==> src/rtl/adc_trigger_capture.sv <==
// Captures DEPTH delayed ADC samples on a rising threshold crossing and streams them as bytes.
// Latency: tx_valid one cycle after SEND entry, then 1 byte/cycle; ADC_CAPTURE_TIMESTAMP_EN adds a 4-byte trigger timestamp.
// Backpressure: tx_data/tx_valid held until tx_ready; capture itself never stalls.
module adc_trigger_capture #(
    parameter int         DATA_W = 14,
    parameter int         DEPTH  = 64,
    parameter logic [7:0] HEADER = 8'hA5
) (
    input  logic              clk,
    input  logic              rst_n,
    input  logic [DATA_W-1:0] adc_in,
    input  logic [DATA_W-1:0] delayed_in,
    input  logic [DATA_W-1:0] threshold,
    input  logic              arm,
    output logic              busy,
    output logic              done,
    output logic [7:0]        tx_data,
    output logic              tx_valid,
    input  logic              tx_ready
);
    localparam int AW = $clog2(DEPTH);
`ifdef ADC_CAPTURE_TIMESTAMP_EN
    localparam int PRE_N = 5;
`else
    localparam int PRE_N = 1;
`endif
    localparam int NBYTES = 2 * DEPTH + PRE_N;
    localparam int BW     = $clog2(NBYTES + 1);
    localparam logic [AW-1:0] W_LAST = AW'(DEPTH - 1);
    localparam logic [BW-1:0] B_LAST = BW'(NBYTES);
    localparam logic [BW-1:0] B_PRE  = BW'(PRE_N);

    typedef enum logic [1:0] {IDLE, ARMED, CAPTURE, SEND} state_t;

    state_t            state;
    logic [DATA_W-1:0] mem [DEPTH];
    logic [DATA_W-1:0] prev_sample;
    logic [DATA_W-1:0] rd_dat;
    logic [AW-1:0]     wptr;
    logic [AW-1:0]     rptr;
    logic [BW-1:0]     bidx;
    logic              trig;
    logic              mem_we;
    logic              load;
    logic [7:0]        nxt_byte;

    assign trig   = (prev_sample <= threshold) && (adc_in > threshold);
    assign mem_we = (state == ARMED && trig) || (state == CAPTURE);
    // bidx counts bytes already placed in tx_data; a new one loads whenever the slot is free
    assign load   = (state == SEND) && (bidx != B_LAST) && (!tx_valid || tx_ready);

    // Read is registered and only advances on a load, so rd_dat always holds the sample being sent
    always_ff @(posedge clk) begin
        if (mem_we)
            mem[wptr] <= delayed_in;
        if (load)
            rd_dat <= mem[rptr];
    end

`ifdef ADC_CAPTURE_TIMESTAMP_EN
    logic [31:0] ts_cnt;
    logic [31:0] ts_lat;

    always_ff @(posedge clk or negedge rst_n) begin
        if (!rst_n) begin
            ts_cnt <= '0;
            ts_lat <= '0;
        end else begin
            ts_cnt <= ts_cnt + 32'd1;
            if (state == ARMED && trig)
                ts_lat <= ts_cnt;
        end
    end
`endif

    always_comb begin
        nxt_byte = HEADER;
        if (bidx >= B_PRE)
            // PRE_N is odd, so an odd byte index is the high byte of a sample
            nxt_byte = bidx[0] ? {2'b00, rd_dat[13:8]} : rd_dat[7:0];
`ifdef ADC_CAPTURE_TIMESTAMP_EN
        else begin
            case (bidx[2:0])
                3'd1:    nxt_byte = ts_lat[31:24];
                3'd2:    nxt_byte = ts_lat[23:16];
                3'd3:    nxt_byte = ts_lat[15:8];
                3'd4:    nxt_byte = ts_lat[7:0];
                default: nxt_byte = HEADER;
            endcase
        end
`endif
    end

    always_ff @(posedge clk or negedge rst_n) begin
        if (!rst_n) begin
            state       <= IDLE;
            busy        <= 1'b0;
            done        <= 1'b0;
            tx_valid    <= 1'b0;
            tx_data     <= 8'h00;
            wptr        <= '0;
            rptr        <= '0;
            bidx        <= '0;
            prev_sample <= '0;
        end else begin
            prev_sample <= adc_in;
            done        <= 1'b0;
            case (state)
                IDLE: begin
                    if (arm) begin
                        state <= ARMED;
                        busy  <= 1'b1;
                        wptr  <= '0;
                    end
                end
                ARMED: begin
                    if (trig) begin
                        state <= CAPTURE;
                        wptr  <= AW'(1);
                    end
                end
                CAPTURE: begin
                    wptr <= wptr + 1'b1;
                    if (wptr == W_LAST) begin
                        state <= SEND;
                        rptr  <= '0;
                        bidx  <= '0;
                    end
                end
                SEND: begin
                    if (load) begin
                        tx_valid <= 1'b1;
                        tx_data  <= nxt_byte;
                        bidx     <= bidx + 1'b1;
                        if (bidx >= B_PRE && bidx[0])
                            rptr <= rptr + 1'b1;
                    end else if (tx_valid && tx_ready) begin
                        // nothing left to load, so this acceptance was the final byte
                        tx_valid <= 1'b0;
                        done     <= 1'b1;
                        busy     <= 1'b0;
                        state    <= IDLE;
                    end
                end
                default: state <= IDLE;
            endcase
        end
    end
endmodule

==> config.mk <==
export PLATFORM = sky130hd
export DESIGN_NAME = adc_trigger_capture
export DESIGN_NICKNAME = d
export VERILOG_FILES = /design/src/rtl/adc_trigger_capture.sv
export SDC_FILE = /design/constraint.sdc
export NUM_CORES = 1
export LEC_CHECK = 0
export ABC_CLOCK_PERIOD_IN_PS = 6500
export CAP_MARGIN = 20
export CORE_MARGIN = 2
export CORE_UTILIZATION = 35
export DETAILED_ROUTE_END_ITERATION = 7
export GPL_ROUTABILITY_DRIVEN = 0
export PLACE_DENSITY = 0.54
export SLEW_MARGIN = 25
export SYNTH_ARGS = -nofsm -noshare
export SYNTH_HDL_FRONTEND = slang
export SYNTH_SLANG_ARGS = --single-unit
==> constraint.sdc <==
create_clock -name clk -period 6.5 [get_ports clk]
set_clock_uncertainty 0.2 [all_clocks]
set_input_delay 0.65 -clock clk [delete_from_list [all_inputs] [get_ports clk]]
set_output_delay 0.65 -clock clk [all_outputs]
set_load 0.02 [all_outputs]
==> results.md <==
* Met1 Resource Use GR at 23.4%
* Largest cells by area after synthesis: edfxtp_1 (73%), mux4_2 (18%), dfrtp_1 (3.1%), ha_1 (1.2%), nor2_1 (0.78%)
* Remaining global-route overflow at 0
* Crit path required time at 6.67 ns
* Area grow syn2layout at 16.0%
* CTS buffer count at 102
* Max_slew headroom at 36.0%
* GR Util met3 at 3.58%
* Setup violations, final at 0
* Final ANT Viol Nets at 0
* Reg2reg end: mem[49][7]$_DFFE_PP_
* Netlist Area Pre-Place at 37500 um^2
* Max-Cap Viols at 0
* Hold Path Cell Cnt at 1
* CTS Hold Buffers Added at 1
* Critical R2R Launch: prev_sample[4]$_DFF_PN0_
* DRC viols at 0
* Netlist cell types at 47
* Root Buffer: clkbuf_16
* Clock Latency Late Sink at 0.68 ns
* Final slew viol count at 0
* Final hold violation count at 0
* FMAX at 247 MHz
* Reg2Reg Setup Slack at 2.60 ns
* Post-CTS Resized at 0
* Setup TNS at 0 ns
* Area share of the largest cell type after synthesis at 73.0%
* Critical path fanouts, max at 12
* DRT iter0 DRCs at 1854
* Die Width at 331 um
* Via-to-Cell Ratio at 5.25
* GR peak layer: met2
* Synthesis Warnings at 0
* Clk sinks at 957
* First-pass GRT wire length at 131000 um
* Static leakage at 0.0135 uW
* Hold Path Class: in2reg
* Total Power at 15500 uW
* Critical Path Start Type: input port
* Die area at 110000 um^2
* Worst-Margin Slew at 0.960 ns
* Final HPWL DP at 54200 um
* Post CTS Setup Buffer Count at 0
* Sequential area share after synthesis at 76.1%
* Initial core utilization at 35.1%
* Core region area at 107000 um^2
* Most common cell after layout, fill and taps aside: edfxtp_1
* H-Tree Depth at 3
* Vias in the first global route at 17.9k
* Maximum vdd drop at 0.000196 V
* Fin util at 40.8%
* Period utilization at 62.2%
* Hold Crit Start: adc_in[11]
* Ports at 57
* # rows at 120
* Fin nets at 1918
* Post-synth top flop: edfxtp_1
* PortBufs at 56
* Met2 Use GR at 25.9%
* Crit Path Category: in2reg
* Most frequent cells in the layout: edfxtp_1 (910), mux4_2 (294), clkbuf_16 (104)
* Final min period at 4.04 ns
* Status: complete, no violations
* Leading area contributor after synthesis: edfxtp_1
* Initial antenna violation count at 5
* Total number of vias at 17.4k
* Avg Inst Size Synth at 22.5 um^2
* Post-synth EDFFs at 910
* Reg2Reg Depth at 9
* CTS tree: yes
* First-pass iteration count of the detailed router at 7
* FFs w/ async S/R, synth at 4.91%
* Die Ht at 331 um
* Seq cells post-synth at 957
* Worst Hold Path EP: prev_sample[11]$_DFF_PN0_
* Largest net degree at the start of global routing at 102
* Layout cell share with drive strength beyond 1 at 28.7%
* Clock Tree Buf Depth at 3
* All-layer global routing usage at 16.6%
* Critical Path End Type: flop
* CP arrival at 4.21 ns
* Syn Inst Count at 1668
* Clk slew on worst S/H paths at 0.06 ns
* Synthesized Nets at 1751
* Total power divided by cell area at 356 nW/um^2
* Hold slack at 0.259 ns
* Final wirelength at 90300 um
* Drt wl/cell at 27.1 um
* RSZ-0062 raised after global routing: false
==> worst max-delay path by stage <==
stage                        startpoint                     to  slack, ns  depth (start not counted)
after CTS                  threshold[4]  mem[51][10]$_DFFE_PP_       2.52                         11
after global routing       threshold[4]  mem[51][10]$_DFFE_PP_       2.32                         11
after floorplan           threshold[12]   mem[32][0]$_DFFE_PP_       2.17                          8
after global placement    threshold[12]  mem[51][13]$_DFFE_PP_       1.90                         11
after detailed placement   threshold[4]   mem[51][4]$_DFFE_PP_       1.80                         11
final                      threshold[4]   mem[49][7]$_DFFE_PP_       2.46                         11
==> routing by layer <==
metal,wire length (um),vias to the layer above,share of wire [%]
met2,42300,540,47
met1,39200,9409,43
met4,2380,4,2.6
met5,30,-,0.033
li1,-,7360,-
met3,6340,133,7.0
==> state kept, by name (all words and copies together), names as in the netlist <==
name	cells
mem	896
prev_sample	14
rd_dat	14
bidx	8
tx_data	8
rptr	6
wptr	6
state	2
busy	1
done	1
tx_valid	1
==> metrics by stage <==
step / std cells / setup WS, ns / cell area [um^2]
floorplan: 1668 / 2.17 / 37500
global placement: 3133 / 1.90 / 40100
detailed placement: 3133 / 1.80 / 40100
CTS: 3324 / 2.52 / 43500
global route: 3324 / 2.32 / 43500
finish: 3325 / 2.46 / 43500
==> power by group <==
group / internal (uW) / switching [uW]
registers: 6920 / 139
clock network: 3380 / 2380
logic: 1190 / 1490
total: 11500 / 4000
==> cells by family (layout without fill, tap and decap cells) <==
logic type               Yosys count  in the layout  synth area share [%]
multiplexers                     301            301                  17.9
buffers and inverters            118            371                  1.27
other                              0              1                     0
adder cells (fa/ha/maj)           37             37                  1.24
AND/OR/NAND/NOR                  188            188                  2.26
AO/OA/AOI/OAI                     60             60                  1.11
flip-flops                       957            957                  76.1
XOR/XNOR                           7              7                 0.164
==> synth_stat cells (7+ instances only) <==
| cell type | n |
|---|---|
| mux4_2 | 294 |
| nor2_1 | 78 |
| nor3_1 | 7 |
| o21ai_0 | 16 |
| buf_1 | 29 |
| o31ai_1 | 7 |
| clkbuf_1 | 46 |
| dfrtp_1 | 47 |
| edfxtp_1 | 910 |
| nand2_1 | 40 |
| a21oi_1 | 11 |
| ha_1 | 37 |
| nand3_1 | 28 |
| or3_1 | 8 |
| inv_1 | 33 |
==> cell type report <==
cell class	instances	area, um^2
multi-input combinational	593	8510
tap	1403	1760
clock inverter	53	563
clock buffer	137	2760
antenna	1	2.50
fill	9263	63100
sequential	957	28500
inverter	33	124
timing repair buffer	148	1240
==> critical path, cell delays in order <==
cell and delay, ns:
clkdlybuf4s50_1 0.46, inv_1 0.05, ha_1 0.33, a21oi_1 0.16, a21boi_0 0.15, o31ai_1 0.28
a22oi_1 0.24, o41a_1 0.71, or3_1 0.60, nor2_1 0.28, buf_4 0.29
Power figures use the tool's default switching activity.
